[src/rtl/wb_comp_pkg.sv]
// Shared constants for the cw link compressor: bus widths, word-0 layout, FSM encoding.
// The responder-side decompressor decodes word 0 with these same constants.
package wb_comp_pkg;

    localparam int unsigned RW          = 16;
    localparam int unsigned WB_ADDR_W   = 24;
    localparam int unsigned SEL_W       = 2;
    localparam int unsigned ADRH_W      = 8;
    localparam int unsigned SEL_LSB     = 14;
    localparam int unsigned ADRH_LSB    = 0;
    localparam int unsigned CNT_W       = 8;
    localparam int unsigned TIMEOUT_DEF = 255;

    typedef enum logic [2:0] {
        S_IDLE = 3'd0,
        S_HDR  = 3'd1,
        S_ADR  = 3'd2,
        S_WDAT = 3'd3,
        S_WAIT = 3'd4,
        S_RESP = 3'd5
    } state_e;

    // Wishbone request captured at acceptance
    typedef struct packed {
        logic [SEL_W-1:0]     sel;
        logic                 we;
        logic [WB_ADDR_W-1:0] adr;
        logic [RW-1:0]        dat;
    } wb_req_t;

    // Word 0: byte-lane select in the top bits, address high byte in the bottom
    function automatic logic [RW-1:0] hdr_word(input logic [SEL_W-1:0]  sel,
                                               input logic [ADRH_W-1:0] adr_hi);
        logic [RW-1:0] w;
        w = '0;
        w[SEL_LSB +: SEL_W]   = sel;
        w[ADRH_LSB +: ADRH_W] = adr_hi;
        return w;
    endfunction

endpackage

[src/rtl/wb_comp.sv]
// Initiator-side cw link compressor: serialises one classic Wishbone request into
// header/address/data words on the 16-bit link and returns the responder's ack/err.
module wb_comp
    import wb_comp_pkg::*;
#(
    parameter int unsigned ADDR_W  = WB_ADDR_W,
    parameter int unsigned DATA_W  = RW,
    parameter int unsigned TIMEOUT = TIMEOUT_DEF
) (
    input  logic              d_clk,
    input  logic              i_rst,
    input  logic              wb_cyc,
    input  logic              wb_stb,
    input  logic              wb_we,
    input  logic [ADDR_W-1:0] wb_adr,
    input  logic [1:0]        wb_sel,
    input  logic [DATA_W-1:0] wb_i_dat,
    output logic [DATA_W-1:0] wb_o_dat,
    output logic              wb_ack,
    output logic              wb_err,
    output logic              cw_clk,
    output logic [DATA_W-1:0] cw_io_o,
    input  logic [DATA_W-1:0] cw_io_i,
    output logic              cw_req,
    output logic              cw_dir,
    input  logic              cw_ack,
    input  logic              cw_err
);

    localparam logic [CNT_W-1:0] TMO_CNT = CNT_W'(TIMEOUT);

    state_e             state_q, state_d;
    wb_req_t            req_q, req_d;
    logic [CNT_W-1:0]   cnt_q, cnt_d;
    logic               abort_q, abort_d;
    logic               cw_req_q, cw_req_d;
    logic               cw_dir_q, cw_dir_d;
    logic [DATA_W-1:0]  cw_io_o_q, cw_io_o_d;
    logic [DATA_W-1:0]  wb_o_dat_q, wb_o_dat_d;
    logic               wb_ack_q, wb_ack_d;
    logic               wb_err_q, wb_err_d;

    logic [WB_ADDR_W-1:0] adr_in_c;
    logic                 abort_now_c;

    assign adr_in_c    = WB_ADDR_W'(wb_adr);
    // A master that drops cyc mid-transfer loses its response, but the link still finishes
    assign abort_now_c = abort_q | ~wb_cyc;

    assign cw_clk   = d_clk;
    assign cw_io_o  = cw_io_o_q;
    assign cw_req   = cw_req_q;
    assign cw_dir   = cw_dir_q;
    assign wb_o_dat = wb_o_dat_q;
    assign wb_ack   = wb_ack_q;
    assign wb_err   = wb_err_q;

    // Next state and the registered outputs for the cycle being entered
    always_comb begin
        state_d    = state_q;
        req_d      = req_q;
        cnt_d      = cnt_q;
        abort_d    = abort_q;
        cw_req_d   = 1'b0;
        cw_dir_d   = 1'b0;
        cw_io_o_d  = '0;
        wb_o_dat_d = wb_o_dat_q;
        wb_ack_d   = 1'b0;
        wb_err_d   = 1'b0;

        case (state_q)
            S_IDLE: begin
                if (wb_cyc && wb_stb) begin
                    req_d.sel = wb_sel;
                    req_d.we  = wb_we;
                    req_d.adr = adr_in_c;
                    req_d.dat = RW'(wb_i_dat);
                    abort_d   = 1'b0;
                    state_d   = S_HDR;
                    cw_req_d  = 1'b1;
                    cw_dir_d  = wb_we;
                    cw_io_o_d = DATA_W'(hdr_word(wb_sel, adr_in_c[WB_ADDR_W-1 -: ADRH_W]));
                end
            end
            S_HDR: begin
                abort_d   = abort_now_c;
                state_d   = S_ADR;
                cw_req_d  = 1'b1;
                cw_dir_d  = req_q.we;
                cw_io_o_d = DATA_W'(req_q.adr[15:0]);
            end
            S_ADR: begin
                abort_d = abort_now_c;
                if (req_q.we) begin
                    state_d   = S_WDAT;
                    cw_req_d  = 1'b1;
                    cw_dir_d  = 1'b1;
                    cw_io_o_d = DATA_W'(req_q.dat);
                end else begin
                    state_d = S_WAIT;
                    cnt_d   = '0;
                end
            end
            S_WDAT: begin
                abort_d = abort_now_c;
                state_d = S_WAIT;
                cnt_d   = '0;
            end
            S_WAIT: begin
                abort_d = abort_now_c;
                if (cw_err) begin
                    state_d  = S_RESP;
                    wb_err_d = ~abort_now_c;
                end else if (cw_ack) begin
                    state_d  = S_RESP;
                    wb_ack_d = ~abort_now_c;
                    if (!req_q.we) begin
                        wb_o_dat_d = cw_io_i;
                    end
                end else if (cnt_q == TMO_CNT) begin
                    state_d  = S_RESP;
                    wb_err_d = ~abort_now_c;
                end else begin
                    cnt_d = cnt_q + CNT_W'(1);
                end
            end
            S_RESP: begin
                state_d = S_IDLE;
            end
            default: begin
                state_d = S_IDLE;
            end
        endcase
    end

    always_ff @(posedge d_clk) begin
        if (!i_rst) begin
            state_q    <= S_IDLE;
            req_q      <= '0;
            cnt_q      <= '0;
            abort_q    <= 1'b0;
            cw_req_q   <= 1'b0;
            cw_dir_q   <= 1'b0;
            cw_io_o_q  <= '0;
            wb_o_dat_q <= '0;
            wb_ack_q   <= 1'b0;
            wb_err_q   <= 1'b0;
        end else begin
            state_q    <= state_d;
            req_q      <= req_d;
            cnt_q      <= cnt_d;
            abort_q    <= abort_d;
            cw_req_q   <= cw_req_d;
            cw_dir_q   <= cw_dir_d;
            cw_io_o_q  <= cw_io_o_d;
            wb_o_dat_q <= wb_o_dat_d;
            wb_ack_q   <= wb_ack_d;
            wb_err_q   <= wb_err_d;
        end
    end

endmodule

[config.mk]
export PLATFORM = sky130hd
export DESIGN_NAME = wb_comp
export DESIGN_NICKNAME = d
export VERILOG_FILES = /design/src/rtl/wb_comp_pkg.sv /design/src/rtl/wb_comp.sv
export SDC_FILE = /design/constraint.sdc
export NUM_CORES = 1
export LEC_CHECK = 0
export ABC_AREA = 1
export ABC_CLOCK_PERIOD_IN_PS = 1770
export CORE_MARGIN = 5
export CORE_UTILIZATION = 30
export CTS_CLUSTER_SIZE = 12
export DETAILED_ROUTE_END_ITERATION = 10
export GPL_TIMING_DRIVEN = 0
export PLACE_DENSITY = 0.62
export SETUP_SLACK_MARGIN = 0.15
export SKIP_CTS_REPAIR_TIMING = 1
export SYNTH_ARGS = -nofsm -noshare
export SYNTH_HDL_FRONTEND = slang
export SYNTH_SLANG_ARGS = --single-unit
[constraint.sdc]
create_clock -name d_clk -period 1.77 [get_ports d_clk]
set_input_delay 0.2655 -clock d_clk [delete_from_list [all_inputs] [get_ports d_clk]]
set_output_delay 0.2655 -clock d_clk [all_outputs]
set_load 0.02 [all_outputs]
==> results of run 1 <==
==> layout make-up <==
type | count | area (sq um)
Multi-Input combinational cell | 267 | 1270
Buffer | 22 | 115
Clock inverter | 5 | 61.3
Fill cell | 1024 | 5530
Timing Repair Buffer | 105 | 1130
Sequential cell | 81 | 1630
Clock buffer | 15 | 205
Inverter | 46 | 173
Tap cell | 136 | 170
==> Yosys cell counts <==
| master | n |
|---|---|
| a21oi_1 | 38 |
| a22oi_1 | 6 |
| buf_2 | 12 |
| buf_4 | 2 |
| buf_6 | 1 |
| clkbuf_1 | 7 |
| clkinv_1 | 1 |
| dfxtp_1 | 81 |
| ha_1 | 1 |
| inv_1 | 42 |
| inv_2 | 3 |
| nand2_1 | 39 |
| nand2_4 | 1 |
| nand3_1 | 19 |
| nand4_1 | 2 |
| nor2_1 | 88 |
| nor2_2 | 1 |
| nor2_4 | 2 |
| nor3_1 | 4 |
| nor3_4 | 1 |
| nor4_1 | 1 |
| o21ai_0 | 42 |
| o21ai_1 | 10 |
| o22ai_1 | 10 |
| o31ai_1 | 1 |
| or2_2 | 1 |
==> power groups by stage <==
stage	registers, mW	clock network [mW]	logic, mW
floorplan	2.42	0.0660	0.995
global placement	2.34	0.107	1.65
detailed placement	2.35	0.107	1.68
CTS	2.31	1.74	1.68
global route	2.37	1.84	1.92
finish	2.32	1.67	1.72
==> metrics by stage <==
stage	cells	utilization, %	hold WS (ps)
floorplan	416	-	378
global placement	652	42.1	441
detailed placement	652	42.1	447
CTS	671	44.6	142
global route	677	46.2	145
finish	677	46.2	157
==> layout by cell type, fill, tap and decap left out, types with 2 or more instances in the layout <==
cell type and n:
clkbuf_8 14, clkinvlp_4 3, o22ai_1 10, a21oi_1 38, dfxtp_1 78, o21ai_0 39
a22oi_1 6, nor2_4 3, nand3_1 19, nor3_1 4, buf_4 8, nand2_2 2
dlymetal6s2s_1 37, dfxtp_2 2, inv_2 3, buf_2 11, nor2_1 88, inv_1 42
clkdlybuf4s50_1 63, clkbuf_1 7, nand4_1 2, o21ai_1 13, nand2_1 37
==> worst max-delay path, cell delays in order <==
cell            delay [ps]
clkbuf_8               110
clkbuf_8               110
buf_4                  110
dlymetal6s2s_1         190
==> registers in the layout (all words and copies together) (netlist names) <==
| name | count |
|---|---|
| cw_io_o | 16 |
| req_q | 33 |
| state_q | 3 |
| wb_ack | 1 |
| cw_req | 1 |
| cw_dir | 1 |
| wb_o_dat | 16 |
| abort_q | 1 |
| cnt_q | 8 |
| wb_err | 1 |
==> metal layers <==
layer / global-route usage [%] / vias to the layer above / share of wire, %
li1: - / 1590 / -
met1: 18.1 / 1418 / 44
met2: 23.6 / 70 / 51
met3: 3.99 / 8 / 4.6
met4: 5.61 / 0 / 0.71
met5: 0 / - / 0
==> worst paths after layout <==
path / startpoint / endpoint / cells past startpoint / slack [ps]
worst min register to register: req_q[5] / req_q[5] / 2 / 460
worst min-delay path: i_rst / req_q[21] / 3 / 160
worst max register to register: state_q[0] / wb_o_dat[5] / 7 / 240
worst max-delay path: d_clk / cw_clk / 4 / 90
==> kinds of logic after synthesis <==
group	after synthesis	share of synthesized area, %
and+or+nand+nor	159	21.3
AOI/OAI and AO/OA	107	17.9
DFF	81	51.3
buffers and inverters	68	9.03
adders and majority gates	1	0.396
==> flow_summary.json, run 1 <==
{
  "hpwl_mm": 6.63,
  "post-route-drc-count": 0,
  "wl_per_cell_um": 13.4,
  "postLayoutSetupSlackWorst_ps": 91.0,
  "synth_seq_area_share_pct": 51.3,
  "hold_class": "input pin to flop",
  "dpl-instance-area_sq_mm": 0.00433,
  "criticalPathCategory": "clock port to primary output",
  "finish.net_count": 602,
  "timing.max_slew.rel_slack_pct": 65.0,
  "overflow": 0,
  "power_switching_share_pct": 33.9,
  "number_of_register_bits_inferred_by_synthesis": 81,
  "antenna_cells_inserted": 0,
  "cts_tree": "yes",
  "detailedPlace.worstSlack_ps": -184,
  "fp.dieArea_sq_mm": 0.0127,
  "floorplan.initialDensity_pct": 30.7,
  "worst-endpoint-arrival_ps": 1410,
  "finalSetupTns_ps": 0,
  "area_of_the_core_region_sq_mm": 0.0103,
  "vias_in_the_first_global_route": 3096,
  "worst-slew-pin-transition_ps": 526,
  "grt_start_max_net_pins": 15,
  "yosysWarningCount": 0,
  "route.detailed.vias_per_inst": 4.56,
  "crit_path_start_kind": "clock port",
  "power.share.combinational_pct": 30.1,
  "worstSetupEndpointType": "primary output",
  "syn_nets": 482,
  "net-switching-power_mw": 1.94,
  "detailedRoute.firstPassIterationCount": 4,
  "outcome": "finished, final reports clean",
  "boundaryPins": 102,
  "number_of_antenna_violations_at_the_first_check_in_global_routing": 0,
  "worstPathMaxFanout": 2,
  "routed-via-count": 3086,
  "sum_of_routed_wire_length_over_all_layers_mm": 9.04,
  "post-route-cell-area_sq_mm": 0.00475,
  "clkTransAtPathRegs_ps": 80,
  "fp.dieH_um": 113,
  "internal_power_mw": 3.78,
  "p_clk_share_pct": 29.2,
  "timing.final.hold_violations": 0,
  "average_cell_area_after_synthesis_sq_um": 7.59,
  "worst_ep_required_time_ps": 1500,
  "synth_top_area_cell": "dfxtp_1",
  "netlist_instances": 416,
  "buffer_ports.inserted": 100,
  "grtUsageTotal_pct": 14.5,
  "finalPower_mw": 5.71,
  "timing.final.setup_violations": 0,
  "synth.lib_cells_used.distinct": 26,
  "post_synth_instance_area_sq_mm": 0.00316,
  "power.ir.vdd_worst_v": 0.000564,
  "die_width_um": 113,
  "setup_repair_after_global_routing_missed_its_margin": "true",
  "worst_clock_skew_ps": 10.7,
  "synth_top_area_share_pct": 51.3,
  "cap_violations": 0,
  "p_per_area_mw_per_mm2": 1200,
  "antenna_violating_nets_post_route": 0,
  "synth_top_cells_by_area": "dfxtp_1 (51%), nor2_1 (10%), o21ai_0 (6.7%)",
  "area.growth.synth_to_final_pct": 50.5,
  "place_congestion": 0.832,
  "wire_length_of_the_first_global_routing_pass_mm": 14.8,
  "share_seq_of_total_power_pct": 40.7,
  "drive_above_1_share_pct": 10.2,
  "detailedRoute.firstIterationViolations": 124,
  "num_rows": 37,
  "p_leak_nw": 2.51,
  "report.final.slew_viol_count": 0,
  "clock_insertion_delay_worst_skew_ps": 450
}
(Power assumes the default switching activity.)
==> inputs of run 2 (changes only) <==
--- a/config.mk
+++ b/config.mk
@@ -15,6 +15,7 @@
 export PLACE_DENSITY = 0.62
 export SETUP_SLACK_MARGIN = 0.15
 export SKIP_CTS_REPAIR_TIMING = 1
+export SLEW_MARGIN = 20
 export SYNTH_ARGS = -nofsm -noshare
 export SYNTH_HDL_FRONTEND = slang
 export SYNTH_SLANG_ARGS = --single-unit
==> results of run 2 <==
No change in the layout: final DEF, timing and power equal those of run 1.
==> inputs of run 3 (changes only) <==
--- a/config.mk
+++ b/config.mk
@@ -8,11 +8,11 @@
 export ABC_AREA = 1
 export ABC_CLOCK_PERIOD_IN_PS = 1770
 export CORE_MARGIN = 5
-export CORE_UTILIZATION = 30
+export CORE_UTILIZATION = 46
 export CTS_CLUSTER_SIZE = 12
 export DETAILED_ROUTE_END_ITERATION = 10
 export GPL_TIMING_DRIVEN = 0
-export PLACE_DENSITY = 0.62
+export PLACE_DENSITY = 0.86
 export SETUP_SLACK_MARGIN = 0.15
 export SKIP_CTS_REPAIR_TIMING = 1
 export SLEW_MARGIN = 20
==> constraint.sdc (replaced) <==
create_clock -name d_clk -period 1.77 [get_ports d_clk]
set_input_delay 0.531 -clock d_clk [delete_from_list [all_inputs] [get_ports d_clk]]
set_output_delay 0.531 -clock d_clk [all_outputs]
set_load 0.02 [all_outputs]
==> run 3 against run 2 <==
Net effect: the flow now finishes with violations (setup timing); worst hold slack better by 270 ps; setup slack worse by 210 ps; cell area down 2.1%; core utilization up 23 points; via count up 4.3%; sequential share of layout area up 0.64 points; critical endpoint unchanged; largest cell class unchanged; largest power group unchanged.
==> flow_summary.json, run 3 (synthesis results as in run 1) <==
{
  "boundaryPins": 102,
  "fp.dieH_um": 92.9,
  "stdcell_count": 620,
  "area_of_the_core_region_sq_mm": 0.00672,
  "hold_class": "input pin to flop",
  "timing.max_slew.rel_slack_pct": 64.6,
  "crit_path_start": "d_clk",
  "wl_per_cell_um": 14.6,
  "worst_ep_required_time_ps": 1240,
  "num_rows": 30,
  "floorplan.initialDensity_pct": 47.0,
  "final_cell_mix": "nor2_1 (88), dfxtp_1 (79), clkdlybuf4s50_1 (63), inv_1 (42), o21ai_0 (39)",
  "reg2reg_depth": 10,
  "wire_length_of_the_first_global_routing_pass_mm": 13.9,
  "failing_checks": "setup timing",
  "grtUsageTotal_pct": 20.5,
  "report.final.slew_viol_count": 0,
  "regMostFlops": "req_q",
  "worstHoldPathCells": 3,
  "worst-slew-pin-transition_ps": 531,
  "finalPower_mw": 5.70,
  "area.growth.synth_to_final_pct": 47.4,
  "number_of_antenna_violations_at_the_first_check_in_global_routing": 0,
  "finish.net_count": 601,
  "postLayoutSetupSlackWorst_ps": -118,
  "buffer_ports.inserted": 100,
  "vias_in_the_first_global_route": 3121,
  "post-route-drc-count": 0,
  "route.detailed.vias_per_inst": 5.19,
  "place_congestion": 0.843,
  "max_ffs_per_register": 33,
  "mostFrequentLayoutCell": "nor2_1",
  "cts_tree": "yes",
  "cap_violations": 0,
  "fp.dieArea_sq_mm": 0.00862,
  "criticalPathCategory": "clock port to primary output",
  "dpl-instance-area_sq_mm": 0.00426,
  "worst_hold_slack_ps": 432,
  "min_delay_startpoint": "i_rst",
  "timing.final.setup_violations": 1,
  "p_per_area_mw_per_mm2": 1230,
  "die_width_um": 92.9,
  "p_leak_nw": 2.49,
  "setup_repair_after_global_routing_missed_its_margin": "true",
  "worst-endpoint-arrival_ps": 1360,
  "antenna_violating_nets_post_route": 0,
  "clkTransAtPathRegs_ps": 80,
  "sum_of_routed_wire_length_over_all_layers_mm": 9.08,
  "clock_insertion_delay_worst_skew_ps": 450,
  "worstPathMaxFanout": 2,
  "detailedRoute.firstIterationViolations": 211,
  "crit_path_start_kind": "clock port",
  "routed-via-count": 3219,
  "antenna_cells_inserted": 0,
  "overflow": 0,
  "hpwl_mm": 6.32,
  "post-route-cell-area_sq_mm": 0.00465,
  "placed_cells": 596,
  "worstSetupEndpointType": "primary output",
  "power.ir.vdd_worst_v": 0.000699,
  "outcome": "finished, violations left",
  "worst_r2r_startpoint": "cnt_q[1]",
  "timing.final.hold_violations": 0,
  "worst_clock_skew_ps": 5.98,
  "grt_start_max_net_pins": 13,
  "drive_above_1_share_pct": 9.63,
  "detailedRoute.firstPassIterationCount": 5
}
==> run 3: cell types whose count changed in the layout (fill, tap and decap cells not counted), sizes merged <==
cell	previous run	this run
dlymetal6s2s	37	36
clkbuf	22	24
inv	46	45
clkinvlp	3	0
clkinv	1	3
==> run 3: worst paths after layout <==
check                                  to  slack, ps
worst max register to register   cnt_q[1]        190
worst min register to register  req_q[15]        460
worst min-delay path            req_q[21]        430
worst max-delay path               cw_clk       -120
==> run 3: area by class of cell <==
type | count | area, sq um
clock inverters | 3 | 40.0
inverters | 46 | 173
plain buffers | 22 | 119
flip-flops and latches | 81 | 1620
repair buffers | 104 | 1120
well taps | 80 | 100
multi-input cells | 267 | 1280
clock buffers | 17 | 201
fillers | 524 | 2060
==> run 3: routing by layer <==
metal | part of all wire, % | wire length (um) | global-route usage (%)
met5 | 0 | 0 | 0
met4 | 2.2 | 198 | 9.40
met3 | 6.5 | 588 | 5.20
met2 | 51 | 4660 | 35.3
met1 | 40 | 3630 | 23.6
==> run 3: per-stage QoR <==
stage                     utilization [%]  setup slack (ps)  TNS, ps
final                                69.3              -118     -118
after global routing                 69.3              -124     -124
after CTS                            66.8              -534    -6070
after detailed placement             63.4              -355   -12060
after global placement               63.4              -307   -10530
after floorplan                         -               220        0
==> run 3: power by group <==
| group | internal (mW) | total [mW] | switching, mW |
|---|---|---|---|
| Combinational | 0.686 | 1.74 | 1.05 |
| Sequential | 2.15 | 2.33 | 0.190 |
| Clock | 0.924 | 1.63 | 0.706 |
| Total | 3.76 | 5.70 | 1.95 |
==> run 3: worst max-delay path, stage by stage <==
cell and delay, ps:
clkbuf_8 110, clkbuf_8 120, clkbuf_8 120, buf_6 120
